==> config.mk <==
export PLATFORM = sky130hd
export DESIGN_NAME = keymap_learn_ctrl_flat
export DESIGN_NICKNAME = d
export VERILOG_FILES = /design/src/rtl/keymap_learn_ctrl_pkg.sv /design/src/rtl/keymap_learn_ctrl_if.sv /design/src/rtl/keymap_learn_ctrl_key_stable_det.sv /design/src/rtl/keymap_learn_ctrl.sv /design/src/flat_wrapper.sv
export SDC_FILE = /design/constraint.sdc
export NUM_CORES = 1
export LEC_CHECK = 0
export ABC_CLOCK_PERIOD_IN_PS = 5300
export CAP_MARGIN = 20
export CORE_MARGIN = 5
export CORE_UTILIZATION = 42
export CTS_CLUSTER_DIAMETER = 120
export DETAILED_ROUTE_END_ITERATION = 6
export PLACE_DENSITY_LB_ADDON = 0.1
export SKIP_LAST_GASP = 1
export SLEW_MARGIN = 20
export SYNTH_ARGS = -nofsm -noshare
export SYNTH_HDL_FRONTEND = slang
export SYNTH_SLANG_ARGS = --single-unit
==> constraint.sdc <==
create_clock -name clk -period 5.3 [get_ports clk]
set_input_delay 1.59 -clock clk [delete_from_list [all_inputs] [get_ports clk]]
set_output_delay 1.59 -clock clk [all_outputs]
set_load 0.02 [all_outputs]
==> src/rtl/keymap_learn_ctrl_pkg.sv <==
// Shared types and helpers for the key-binding learn controller.
// Key-width constants, FSM state and error encodings, one-hot test.
package keymap_learn_ctrl_pkg;

    localparam int unsigned NOTE_KEY_BITS   = 7;
    localparam int unsigned LENGTH_KEY_BITS = 4;

    // Widest key vector onehot_valid accepts; callers zero-extend.
    localparam int unsigned MaxKeyW = 32;

    typedef enum logic [2:0] {
        StIdle,
        StArm,
        StCapture,
        StRelease,
        StCommit
    } state_e;

    typedef enum logic [1:0] {
        ErrCancel  = 2'd0,
        ErrBadSlot = 2'd1,
        ErrTimeout = 2'd2
    } err_code_e;

    typedef enum logic {
        DetZero,
        DetOneHot
    } det_mode_e;

    function automatic logic onehot_valid(input logic [MaxKeyW-1:0] v);
        return (v != '0) && ((v & (v - MaxKeyW'(1))) == '0);
    endfunction

endpackage

==> src/rtl/keymap_learn_ctrl_if.sv <==
// Write port bundle towards the key-binding RAM: note table (0) and length table (1).
interface keymap_learn_ctrl_if #(
    parameter int unsigned NOTE_W = 7,
    parameter int unsigned LEN_W  = 4
);
    logic              rw0;
    logic [NOTE_W-1:0] addr0;
    logic [NOTE_W-1:0] in0;
    logic              rw1;
    logic [LEN_W-1:0]  addr1;
    logic [LEN_W-1:0]  in1;

    modport master (
        output rw0, addr0, in0,
        output rw1, addr1, in1
    );

    modport slave (
        input rw0, addr0, in0,
        input rw1, addr1, in1
    );
endinterface

==> src/rtl/keymap_learn_ctrl_key_stable_det.sv <==
// Debounce detector: pulses 'stable' once the key vector has matched the selected
// pattern (all-zero or single-hot) with the same value for DEB_CYC consecutive cycles.
module keymap_learn_ctrl_key_stable_det
    import keymap_learn_ctrl_pkg::*;
#(
    parameter int unsigned W       = 7,
    parameter int unsigned DEB_CYC = 20000,
    parameter int unsigned CNT_W   = 16
) (
    input  logic      clk,
    input  logic      rst,
    input  logic      clear,
    input  logic [W-1:0] vec,
    input  det_mode_e mode,
    output logic      stable
);

    logic [W-1:0]     prev_q;
    logic [CNT_W-1:0] run_q;
    logic [CNT_W-1:0] run_d;
    logic             qual;

    // run_d counts the current cycle; run_q == 0 means prev_q is not a valid match.
    always_comb begin
        qual  = (mode == DetZero) ? (vec == '0) : onehot_valid(MaxKeyW'(vec));
        run_d = '0;
        if (qual) begin
            if (run_q != '0 && vec == prev_q) begin
                run_d = (run_q == '1) ? run_q : run_q + CNT_W'(1);
            end else begin
                run_d = CNT_W'(1);
            end
        end
        stable = qual && (run_d >= CNT_W'(DEB_CYC));
    end

    always_ff @(posedge clk) begin
        if (rst || clear) begin
            run_q  <= '0;
            prev_q <= '0;
        end else begin
            run_q  <= run_d;
            prev_q <= vec;
        end
    end

endmodule

==> src/rtl/keymap_learn_ctrl.sv <==
// Learn controller for the key-binding RAM: arm, capture one debounced key, wait for
// release, then issue a single write. Optional abort timeout: KEYMAP_LEARN_TIMEOUT_EN.
module keymap_learn_ctrl
    import keymap_learn_ctrl_pkg::*;
#(
    parameter int unsigned NOTE_W  = NOTE_KEY_BITS,
    parameter int unsigned LEN_W   = LENGTH_KEY_BITS,
    parameter int unsigned DEB_CYC = 20000,
    parameter int unsigned TMO_CYC = 50000000
) (
    input  logic                      clk,
    input  logic                      rst,
    input  logic                      learn_start,
    input  logic                      learn_sel,
    input  logic [$clog2(NOTE_W)-1:0] slot,
    input  logic                      cancel,
    input  logic [NOTE_W-1:0]         note_keys,
    input  logic [LEN_W-1:0]          len_keys,
    output logic                      busy,
    output logic                      done,
    output logic                      err,
    output logic [1:0]                err_code,
    keymap_learn_ctrl_if.master       ram
);

    localparam int unsigned SlotW  = $clog2(NOTE_W);
    localparam int unsigned MaxCyc = (DEB_CYC > TMO_CYC) ? DEB_CYC : TMO_CYC;
    localparam int unsigned CntW   = $clog2(MaxCyc) + 1;

    state_e            state_q, state_d;
    logic              sel_q, sel_d;
    logic [SlotW-1:0]  slot_q, slot_d;
    logic [NOTE_W-1:0] cap_q, cap_d;
    logic              err_d;
    err_code_e         err_code_q, err_code_d;

    logic              busy_q, done_q, err_q;
    logic              rw0_q, rw1_q;
    logic [NOTE_W-1:0] addr0_q, in0_q;
    logic [LEN_W-1:0]  addr1_q, in1_q;
    logic              rw0_d, rw1_d;

    logic [NOTE_W-1:0] key_vec;
    logic              slot_ok;
    det_mode_e         det_mode;
    logic              det_clear;
    logic              det_stable;
    logic              tmo_hit;

    assign key_vec   = sel_q ? NOTE_W'(len_keys) : note_keys;
    assign slot_ok   = learn_sel ? (32'(slot) < LEN_W) : (32'(slot) < NOTE_W);
    // Restart debouncing (and the timeout) on every state change.
    assign det_clear = (state_d != state_q);

    keymap_learn_ctrl_key_stable_det #(
        .W       (NOTE_W),
        .DEB_CYC (DEB_CYC),
        .CNT_W   (CntW)
    ) u_key_stable_det (
        .clk    (clk),
        .rst    (rst),
        .clear  (det_clear),
        .vec    (key_vec),
        .mode   (det_mode),
        .stable (det_stable)
    );

`ifdef KEYMAP_LEARN_TIMEOUT_EN
    logic [CntW-1:0] tmo_q;

    assign tmo_hit = (tmo_q >= CntW'(TMO_CYC - 1)) &&
                     (state_q == StArm || state_q == StCapture);

    always_ff @(posedge clk) begin
        if (rst || det_clear) begin
            tmo_q <= '0;
        end else if (tmo_q != '1) begin
            tmo_q <= tmo_q + CntW'(1);
        end
    end
`else
    assign tmo_hit = 1'b0;
`endif

    always_comb begin
        state_d    = state_q;
        sel_d      = sel_q;
        slot_d     = slot_q;
        cap_d      = cap_q;
        err_d      = 1'b0;
        err_code_d = err_code_q;
        det_mode   = DetZero;

        unique case (state_q)
            StIdle: begin
                if (learn_start) begin
                    if (slot_ok) begin
                        sel_d   = learn_sel;
                        slot_d  = slot;
                        state_d = StArm;
                    end else begin
                        err_d      = 1'b1;
                        err_code_d = ErrBadSlot;
                    end
                end
            end
            StArm: begin
                if (det_stable) state_d = StCapture;
            end
            StCapture: begin
                det_mode = DetOneHot;
                if (det_stable) begin
                    cap_d   = key_vec;
                    state_d = StRelease;
                end
            end
            StRelease: begin
                if (det_stable) state_d = StCommit;
            end
            StCommit: begin
                state_d = StIdle;
            end
            default: state_d = StIdle;
        endcase

        // COMMIT is excluded, so a cancel landing on the write cycle is ignored.
        if (cancel && (state_q inside {StArm, StCapture, StRelease})) begin
            state_d    = StIdle;
            err_d      = 1'b1;
            err_code_d = ErrCancel;
        end else if (tmo_hit) begin
            state_d    = StIdle;
            err_d      = 1'b1;
            err_code_d = ErrTimeout;
        end
    end

    assign rw0_d = (state_d == StCommit) && !sel_q;
    assign rw1_d = (state_d == StCommit) && sel_q;

    always_ff @(posedge clk) begin
        if (rst) begin
            state_q    <= StIdle;
            sel_q      <= 1'b0;
            slot_q     <= '0;
            cap_q      <= '0;
            err_code_q <= ErrCancel;
            busy_q     <= 1'b0;
            done_q     <= 1'b0;
            err_q      <= 1'b0;
            rw0_q      <= 1'b0;
            rw1_q      <= 1'b0;
            addr0_q    <= '0;
            in0_q      <= '0;
            addr1_q    <= '0;
            in1_q      <= '0;
        end else begin
            state_q    <= state_d;
            sel_q      <= sel_d;
            slot_q     <= slot_d;
            cap_q      <= cap_d;
            err_code_q <= err_code_d;
            busy_q     <= state_d inside {StArm, StCapture, StRelease};
            done_q     <= (state_d == StCommit);
            err_q      <= err_d;
            rw0_q      <= rw0_d;
            rw1_q      <= rw1_d;
            // Address and data hold between writes.
            if (rw0_d) begin
                addr0_q <= NOTE_W'(1) << slot_q;
                in0_q   <= cap_q;
            end
            if (rw1_d) begin
                addr1_q <= LEN_W'(1) << slot_q;
                in1_q   <= cap_q[LEN_W-1:0];
            end
        end
    end

    assign busy      = busy_q;
    assign done      = done_q;
    assign err       = err_q;
    assign err_code  = err_code_q;
    assign ram.rw0   = rw0_q;
    assign ram.addr0 = addr0_q;
    assign ram.in0   = in0_q;
    assign ram.rw1   = rw1_q;
    assign ram.addr1 = addr1_q;
    assign ram.in1   = in1_q;

endmodule

==> src/flat_wrapper.sv <==
// flat-port wrapper written by rule: the top's interface ports become plain ports
module keymap_learn_ctrl_flat import keymap_learn_ctrl_pkg::*;
#(
    parameter int unsigned NOTE_W  = NOTE_KEY_BITS,
    parameter int unsigned LEN_W   = LENGTH_KEY_BITS,
    parameter int unsigned DEB_CYC = 20000,
    parameter int unsigned TMO_CYC = 50000000
)
  (clk, rst, learn_start, learn_sel, slot, cancel, note_keys, len_keys, busy, done, err, err_code, ram_rw0, ram_addr0, ram_in0, ram_rw1, ram_addr1, ram_in1);
  keymap_learn_ctrl_if #(.NOTE_W(NOTE_W), .LEN_W(LEN_W)) ram_i ();
  input  logic clk;
  input  logic rst;
  input  logic learn_start;
  input  logic learn_sel;
  input  logic [$clog2(NOTE_W)-1:0] slot;
  input  logic cancel;
  input  logic [NOTE_W-1:0] note_keys;
  input  logic [LEN_W-1:0] len_keys;
  output logic busy;
  output logic done;
  output logic err;
  output logic [1:0] err_code;
  output wire logic [$bits(ram_i.rw0)-1:0] ram_rw0;
  output wire logic [$bits(ram_i.addr0)-1:0] ram_addr0;
  output wire logic [$bits(ram_i.in0)-1:0] ram_in0;
  output wire logic [$bits(ram_i.rw1)-1:0] ram_rw1;
  output wire logic [$bits(ram_i.addr1)-1:0] ram_addr1;
  output wire logic [$bits(ram_i.in1)-1:0] ram_in1;
  assign ram_rw0 = ram_i.rw0;
  assign ram_addr0 = ram_i.addr0;
  assign ram_in0 = ram_i.in0;
  assign ram_rw1 = ram_i.rw1;
  assign ram_addr1 = ram_i.addr1;
  assign ram_in1 = ram_i.in1;
  keymap_learn_ctrl #(.NOTE_W(NOTE_W), .LEN_W(LEN_W), .DEB_CYC(DEB_CYC), .TMO_CYC(TMO_CYC)) u_core (.clk(clk), .rst(rst), .learn_start(learn_start), .learn_sel(learn_sel), .slot(slot), .cancel(cancel), .note_keys(note_keys), .len_keys(len_keys), .busy(busy), .done(done), .err(err), .err_code(err_code), .ram(ram_i));
endmodule
**Yosys cells after proc, flatten, opt, wreduce, memory -nomap -nowiden**

Index checks and enable logic that the tools add are counted.

- Flip-flop bits (word level): 76
- Output and inout port bits: 29

- Add/subtract/negate cells: 2
- Order comparisons: 3
- Eq/ne operators: 10
- Shift operators: 2
- Mux-type cells: 18
- Bitwise logic cells: 2
- Reductions and logical operators: 19

Operators with widths:

| operator | count |
|---|---|
| $mux W27 | 3 |
| $and A7 B32 Y32 | 1 |
| $logic_not A32 Y1 | 1 |
| $add A27 B1 Y27 const B | 1 |
| $eq A27 B27 Y1 const B | 1 |
| $ge A27 B15 Y1 const B | 1 |
| $reduce_bool A27 Y1 | 1 |
| $mux W3 | 6 |
| $eq A3 B2 Y1 const B | 4 |
| $pmux W3 S4 | 1 |
| $sub A7 B1 Y8 const B | 1 |
| $eq A7 B7 Y1 | 1 |
| $logic_not A7 Y1 | 1 |
| $mux W1 | 7 |
| $mux W7 | 1 |
| $reduce_bool A7 Y1 | 1 |
| $shl A1 B3 Y7 const A | 1 |
| $eq A3 B1 Y1 const B | 2 |
| $logic_and A1 B1 Y1 | 6 |
| $lt A3 B3 Y1 const B | 2 |
| $reduce_and A3 Y1 | 2 |
| $reduce_bool A3 Y1 | 2 |
| $shl A1 B3 Y4 const A | 1 |
| $eq A3 B3 Y1 const B | 1 |
| 7 further kinds | 7 |

**Logic depth before layout (Yosys ltp)**

Gate-level depths: netlist of run 1.

- Word-level depth: 14
- Gate-level depth with buffers: 14
- Gate-level depth less buffers: 11

**By module**

Synthesis of run 1 repeated with hierarchy kept, for this count alone.

- Cells, all modules: 451
- Area, all modules: 3821.2 um2

By module, submodules not included:

| module | times used | cells an instance | area each (um2) | sequential area each (um2) |
|---|---|---|---|---|
| keymap_learn_ctrl_key_stable_det | 1 | 270 | 2133.3 | 680.7 |
| keymap_learn_ctrl | 1 | 181 | 1687.9 | 840.8 |

**Least setup slack after synthesis of run 1**

OpenSTA, ideal clock, no wires.

- Kind: input to register
- Start point: input note_keys[0]
- End point: register u_core.addr0_q[4], in the netlist u_core.ram.addr0[4]
- Setup time: 0.071 ns
- Arrival: 4.340 ns
- Data required time: 5.229 ns
- Path slack: 0.890 ns
- Cell stages on the path: 10
- Buffers on the path: 1
- Cell sequence: or4_1 -> or4_1 -> a211oi_1 -> a41o_1 -> nand2_1 -> and4b_1 -> buf_2 -> o311ai_4 -> or4b_1 -> a21oi_1

- Cells in the longest elaborated chain, start to end: 14
- Elaborated cells between the ends (all ways): 21
- Classes of those cells: add/sub: 1; order compare: 1; eq/ne: 2; mux: 9; bitwise: 1; reduce/logical: 7

RTL lines:

| what | RTL line | source |
|---|---|---|
| start: declaration | flat_wrapper.sv:17 | `input logic [NOTE_W-1:0] note_keys;` |
| $mux W7 * | keymap_learn_ctrl.sv:50 | `assign key_vec = sel_q ? NOTE_W'(len_keys) : note_keys;` |
| $sub A7 B1 Y8 | keymap_learn_ctrl_pkg.sv:31 | `return (v != '0) && ((v & (v - MaxKeyW'(1))) == '0);` |
| $and A7 B32 Y32 | keymap_learn_ctrl_pkg.sv:31 |  |
| $logic_not A32 Y1 | keymap_learn_ctrl_pkg.sv:31 |  |
| $logic_and A1 B1 Y1 | keymap_learn_ctrl_pkg.sv:31 |  |
| $mux W1 | keymap_learn_ctrl_key_stable_det.sv:25 | `qual = (mode == DetZero) ? (vec == '0) : onehot_valid(MaxKeyW'(vec));` |
| $mux W27 | keymap_learn_ctrl_key_stable_det.sv:27 | `if (qual) begin` |
| $ge A27 B15 Y1 | keymap_learn_ctrl_key_stable_det.sv:34 | `stable = qual && (run_d >= CNT_W'(DEB_CYC));` |
| $logic_and A1 B1 Y1 * | keymap_learn_ctrl_key_stable_det.sv:34 |  |
| $mux W3, on equally long branches | keymap_learn_ctrl.sv:118, keymap_learn_ctrl.sv:108, keymap_learn_ctrl.sv:112 |  |
| $pmux W3 S4 * | keymap_learn_ctrl.sv:94 | `unique case (state_q)` |
| $mux W3 * | keymap_learn_ctrl.sv:127 | `if (cancel && (state_q inside {StArm, StCapture, StRelease})) begin` |
| $eq A3 B3 Y1 * | keymap_learn_ctrl.sv:138 | `assign rw0_d = (state_d == StCommit) && !sel_q;` |
| $logic_and A1 B1 Y1 * | keymap_learn_ctrl.sv:138 |  |
| end signal: assignment | keymap_learn_ctrl.sv:170 | `addr0_q <= NOTE_W'(1) << slot_q;` |
| end: declaration | keymap_learn_ctrl.sv:39 | `logic [NOTE_W-1:0] addr0_q, in0_q;` |

Mark *: on every way between the ends. The rest lies on a longest branch, timed or not.
A chain may end at the register's enable or synchronous reset.

**Worst setup path after layout of run 1**

Ends and elaborated chain as after synthesis.

==> results of run 1 <==
-- layout make-up --
cell class	count	area [sq um]	area share (%)
Multi-Input combinational cell	332	2280	48.12
Sequential cell	76	1521	32.12
Timing Repair Buffer	54	520.5	10.99
Tap cell	129	161.4	3.407
Clock buffer	9	123.9	2.615
Clock inverter	6	88.84	1.875
Inverter	11	41.29	0.8716
-- stage by stage --
step,hold WS (ns),std cells,cell area [sq um]
CTS,0.4920,617,4732
global route,0.5202,617,4737
detailed placement,0.4809,602,4519
global placement,0.4671,602,4519
floorplan,0.4601,447,3965
finish,0.4921,617,4737
-- power breakdown --
| group | leakage, nW | switching [mW] | internal, mW | total (mW) |
|---|---|---|---|---|
| combinational | 1.08 | 0.0442 | 0.0347 | 0.0788 |
| clock | 0.102 | 0.226 | 0.263 | 0.490 |
| sequential | 0.614 | 0.00752 | 0.579 | 0.586 |
| total | 1.80 | 0.278 | 0.877 | 1.15 |
-- path summary, 6_finish.rpt --
kind | startpoint | endpoint
worst max-delay path | note_keys[0] | u_core.ram.addr0[4]
worst min register to register | u_core.ram.addr0[4] | u_core.ram.addr0[4]
worst min-delay path | u_core.ram.addr0[4] | u_core.ram.addr0[4]
worst max register to register | u_core.u_key_stable_det.run_q[12] | u_core.u_key_stable_det.run_q[25]
-- routing by layer --
layer / vias to the layer above / GRT usage (%)
met4: 0 / 6.210
met2: 92 / 25.92
met1: 1600 / 23.58
met3: 13 / 3.311
li1: 1701 / -
met5: - / 0
-- sequential cells by signal, indices dropped and copies added (netlist names) --
name	cells
u_core.slot_q	3
u_core.ram.addr1	4
u_core.busy	1
u_core.ram.in1	4
u_core.state_q	3
u_core.ram.rw0	1
u_core.done	1
u_core.u_key_stable_det.prev_q	7
u_core.cap_q	7
u_core.err	1
u_core.ram.addr0	7
u_core.err_code	1
u_core.u_key_stable_det.run_q	27
u_core.ram.in0	7
u_core.ram.rw1	1
u_core.sel_q	1
-- worst max-delay path, cell delays in order --
cell and delay [ns]:
clkdlybuf4s50_1 0.43, or4_1 0.58, or4_1 0.43, a211oi_1 0.25, a41o_1 0.19, nand2_1 0.19
and4b_1 0.53, o311ai_4 0.13, or4b_1 0.52, a21oi_1 0.15
-- cell usage in the layout, fill, tap and decap left out, types with 5 or more instances in the layout --
| cell type | count |
|---|---|
| dfxtp_1 | 76 |
| nor2_1 | 57 |
| clkdlybuf4s50_1 | 46 |
| nor3_1 | 33 |
| mux2i_1 | 31 |
| nand2_1 | 29 |
| xnor2_1 | 19 |
| a21oi_1 | 15 |
| nor4_1 | 12 |
| inv_1 | 11 |
| nand3_1 | 11 |
| xor2_1 | 11 |
| nand4_1 | 10 |
| clkbuf_8 | 9 |
| buf_4 | 8 |
| and3_1 | 7 |
| and4_1 | 5 |
| and2_1 | 5 |
| nor2b_1 | 5 |
-- kinds of logic (layout without fill, tap and decap cells) --
logic type,Yosys count,in the layout,synth area share [%]
other cells,1,1,0.09458
buf+inv,39,80,4.355
simple gates,209,209,29.54
fa+ha+maj,2,2,0.6310
mux,31,31,7.826
compound gates,59,59,12.56
flops,76,76,38.37
xor+xnor,30,30,6.627
==> metrics.txt, run 1 <==
status completed; Power, Total 1.154 mW; Setup crit start kind input port; slew at the pin with the worst max-slew slack 0.6765 ns; hold-fix buffer count after cts 0; Final nets 505; layout cells sized above 1 approximately 9%; Routed WL 9.533 mm; Worst-Skew Late Latency around 0.36 ns; Synth Register Bits 76; fillers 885; met3 WL between 500 and 600 um; most frequent cell after synthesis dfxtp_1; IO buf count 46; commonest cells in the synthesized netlist dfxtp_1, nor2_1, nor3_1; Tcrit/Tclk final about nine tenths; largest net degree at the start of global routing 37; row count 35; drt first pass iters 5; grt total ovfl 0; die area ~0.011 sq mm; Yosys top cell by area dfxtp_1; Ys Warns 0; synthesized area per cell 8.870 sq um; Synth-to-Final Area Change 19.47%; Total Routing Usage GR 16.95%; die width approximately 110 um; uppermost layer routed met4; vias in the first global route between 3000 and 4000; worst-case reg-to-reg path depth 9; commonest register cell after synthesis dfxtp_1; VDD IR max between 0.15 and 0.2 mV; number of max-cap violations 0; Final setup violation count 0; CP arrival about 5.0 ns; LEAKAGE around 1.8 nW; WS Path Type in -> reg; DP HPWL 7.015 mm; deepest clock path buffer count 2; DRT iter0 DRCs 157; CP endpoint kind flop; routability cong. 0.9413; ys async rst share 0%; Post-Synthesis Cell Area 0.003965 sq mm; met2 WL post-DR just over 4 mm; initial antenna violation count 0; core footprint approximately 0.0092 sq mm; post-synth top area share 38.37%; # diodes 0; final hold vios 0; Syn Inst Count 447; I/O pins 48; Starting Density a little over two fifths; Slew headroom around 55%; DRT antenna net count 0; Mapped Nets around 470; top cells by area, synth dfxtp_1, mux2i_1, nor2_1; clock period minus worst slack between 4 and 5 ns; RSZ-0062 raised after global routing false; H-tree level count 3; TritonCTS clock tree done; total CTS buffers 9; post-synth cell types 65; TritonCTS Sinks 76; post-CTS setup buffer count 0; DRC viols 0; die height approximately 110 um; Finished Core Util about half; hold depth 2; root buffer cell clkbuf_8; Post-CTS Resized 0; dpl ws around 0.23 ns; Final Slew Violations 0; Critical Path RT 5.59 ns; CP Max Fanout 6; final setup margin a little over 0.6 ns; skew final ~0.011 ns; PwrDens 243.7 mW/mm^2; setup TNS 0 ns; via/cell ratio 5.520; Routed met1 length between 4 and 5 mm; EDFF count, synth 0; Hold Path Class reg -> reg; first-pass GRT wire length between 15 and 20 mm; flop-to-flop setup slack 1.46 ns; post-synthesis sequential area ratio 38.37%; per-cell routed wire length roughly 15 um; f_max about 210 MHz; via count 3406; clk slew on worst S/H paths about 0.080 ns
Power figures use the tool's default switching activity.
==> run 2: changes to the inputs <==
==> constraint.sdc (replaced) <==
create_clock -name clk -period 5.3 [get_ports clk]
set_input_delay 1.325 -clock clk [delete_from_list [all_inputs] [get_ports clk]]
set_output_delay 1.325 -clock clk [all_outputs]
set_load 0.02 [all_outputs]
==> run 2 against run 1 <==
Against the previous run: flip-flop and latch count unchanged; die area unchanged; global-route usage down 0.074 points; non-clock buffer count down 1; total power down 7.6%; utilization down 0.51 points; via count up 0.12%; combinational power down 1%; setup slack better by 0.19 ns; hold slack worse by 0.0072 ns; sequential share of layout area up 0.33 points; critical path type unchanged; largest cell class unchanged.
==> metrics.txt, run 2 (synthesis gave the netlist of run 1 again) <==
status completed; Worst-Skew Late Latency about 0.34 ns; TritonCTS clock tree done; Hold Path Class reg -> reg; Biggest register u_core.u_key_stable_det.run_q; Final nets roughly 500; Final setup violation count 0; via/cell ratio 5.527; layout cells sized above 1 under 10%; DP HPWL around 7 mm; most frequent cells in the layout dfxtp_1, nor2_1, clkdlybuf4s50_1, nor3_1, mux2i_1; Buf/Inv on CP 1; CP endpoint kind flop; Starting Density 42.91%; H-tree level count 3; slew at the pin with the worst max-slew slack 0.7375 ns; hold-fix buffer count after cts 0; Total Routing Usage GR around 17%; via count about 3400; flop-to-flop setup slack roughly 1.5 ns; setup TNS 0 ns; deepest clock path buffer count 2; Hold Path Sink u_core.ram.addr0[4]; placed inst area 0.004512 sq mm; drt first pass iters 4; worst-case reg-to-reg path depth 10; core footprint 0.009240 sq mm; final hold vios 0; FF-to-FF End u_core.u_key_stable_det.run_q[25]; Most Frequent Cell on Critical Path or4_1; non-filler cells, final 617; slowest library cell on the worst path or4_1; VDD IR max 0.1031 mV; initial antenna violation count 0; final setup margin roughly 0.80 ns; per-cell routed wire length between 15 and 20 um; LEAKAGE roughly 1.8 nW; I/O pins 48; Setup crit start kind input port; Critical Path RT roughly 5.5 ns; leading cell type in the layout, fill and taps excluded dfxtp_1; DRC viols 0; vias in the first global route between 3000 and 4000; root buffer cell clkbuf_8; IO buf count 46; fillers roughly 890; critical path cell sequence clkdlybuf4s50_1, or4_1, or4_1, a211oi_1, a41o_1, nand2_1, and4b_1, or3_1, a211oi_2, and2_1; Power, Total roughly 1.1 mW; DRT iter0 DRCs ~210; delay-heaviest family, CP simple AND/OR/NAND/NOR gates; clk slew on worst S/H paths approximately 0.080 ns; # diodes 0; DRT antenna net count 0; total CTS buffers 9; die width 107.2 um; hold depth 2; largest net degree at the start of global routing 37; skew final just under 0.01 ns; grt total ovfl 0; PwrDens around 230 mW/mm^2; Synth-to-Final Area Change 18.27%; routability cong. ~0.92; max reg flops 27; first-pass GRT wire length about 16 mm; slowest cell delay on critical path approximately 0.56 ns; worst hold margin between 0.4 and 0.5 ns; Routed WL 9.333 mm; clock period minus worst slack ~4.5 ns; post-CTS setup buffer count 0; WS Path Type in -> reg; Final Slew Violations 0; CP Max Fanout 10; Slew headroom around half; dpl ws about 0.48 ns; hold_sp u_core.ram.addr0[4]; die area approximately 0.011 sq mm; Cell Count Post-Placement about 600; FF-to-FF Start u_core.u_key_stable_det.run_q[0]; TritonCTS Sinks 76; RSZ-0062 raised after global routing false; post-route design area approximately 0.0047 sq mm; CP arrival roughly 4.7 ns; Tcrit/Tclk final 84.83%; Post-CTS Resized 0; f_max between 200 and 250 MHz; row count 35; Finished Core Util 50.75%; die height 107.2 um; number of max-cap violations 0
==> run 2: metal layers <==
layer  wire (um)  GRT usage [%]  vias up  part of all wire [%]
met5           0              0        -                     0
met2        3935          24.53       81                    42
met4         141          5.297        0                   1.5
li1            -              -     1696                     -
met3         525          3.913       14                   5.6
met1        4730          24.51     1619                    51
==> run 2: how the worst max path moves through the flow <==
stage | slack, ns | start | cells after the start | end
2_1_floorplan | 1.15 | note_keys[0] | 10 | u_core.ram.addr0[4]
3_3_place_gp | 0.52 | note_keys[0] | 10 | u_core.u_key_stable_det.run_q[10]
3_5_place_dp | 0.48 | note_keys[0] | 10 | u_core.u_key_stable_det.run_q[10]
4_1_cts | 0.83 | note_keys[0] | 10 | u_core.u_key_stable_det.run_q[10]
5_1_grt | 0.49 | note_keys[0] | 10 | u_core.cap_q[3]
6_report | 0.80 | note_keys[1] | 10 | u_core.u_key_stable_det.run_q[10]
==> run 2: tightest hold or removal path: stages (launching register included) <==
cell and delay (ns):
dfxtp_1 0.34, nand2_1 0.06, a21oi_1 0.05
==> run 2: final cells by class <==
type / count / area (sq um) / area share, %
clock buffer: 10 / 137.6 / 2.935
clock inverter: 6 / 40.04 / 0.8538
inverter: 11 / 41.29 / 0.8805
multi-input combinational: 332 / 2275 / 48.51
sequential: 76 / 1521 / 32.44
tap: 129 / 161.4 / 3.442
timing repair buffer: 53 / 513.0 / 10.94
==> run 2: power breakdown <==
part           internal [mW]  switching, mW  leakage [nW]  total (mW)
Combinational         0.0338         0.0441          1.07      0.0779
Sequential             0.579        0.00720         0.614       0.586
Clock                  0.181          0.222        0.0803       0.403
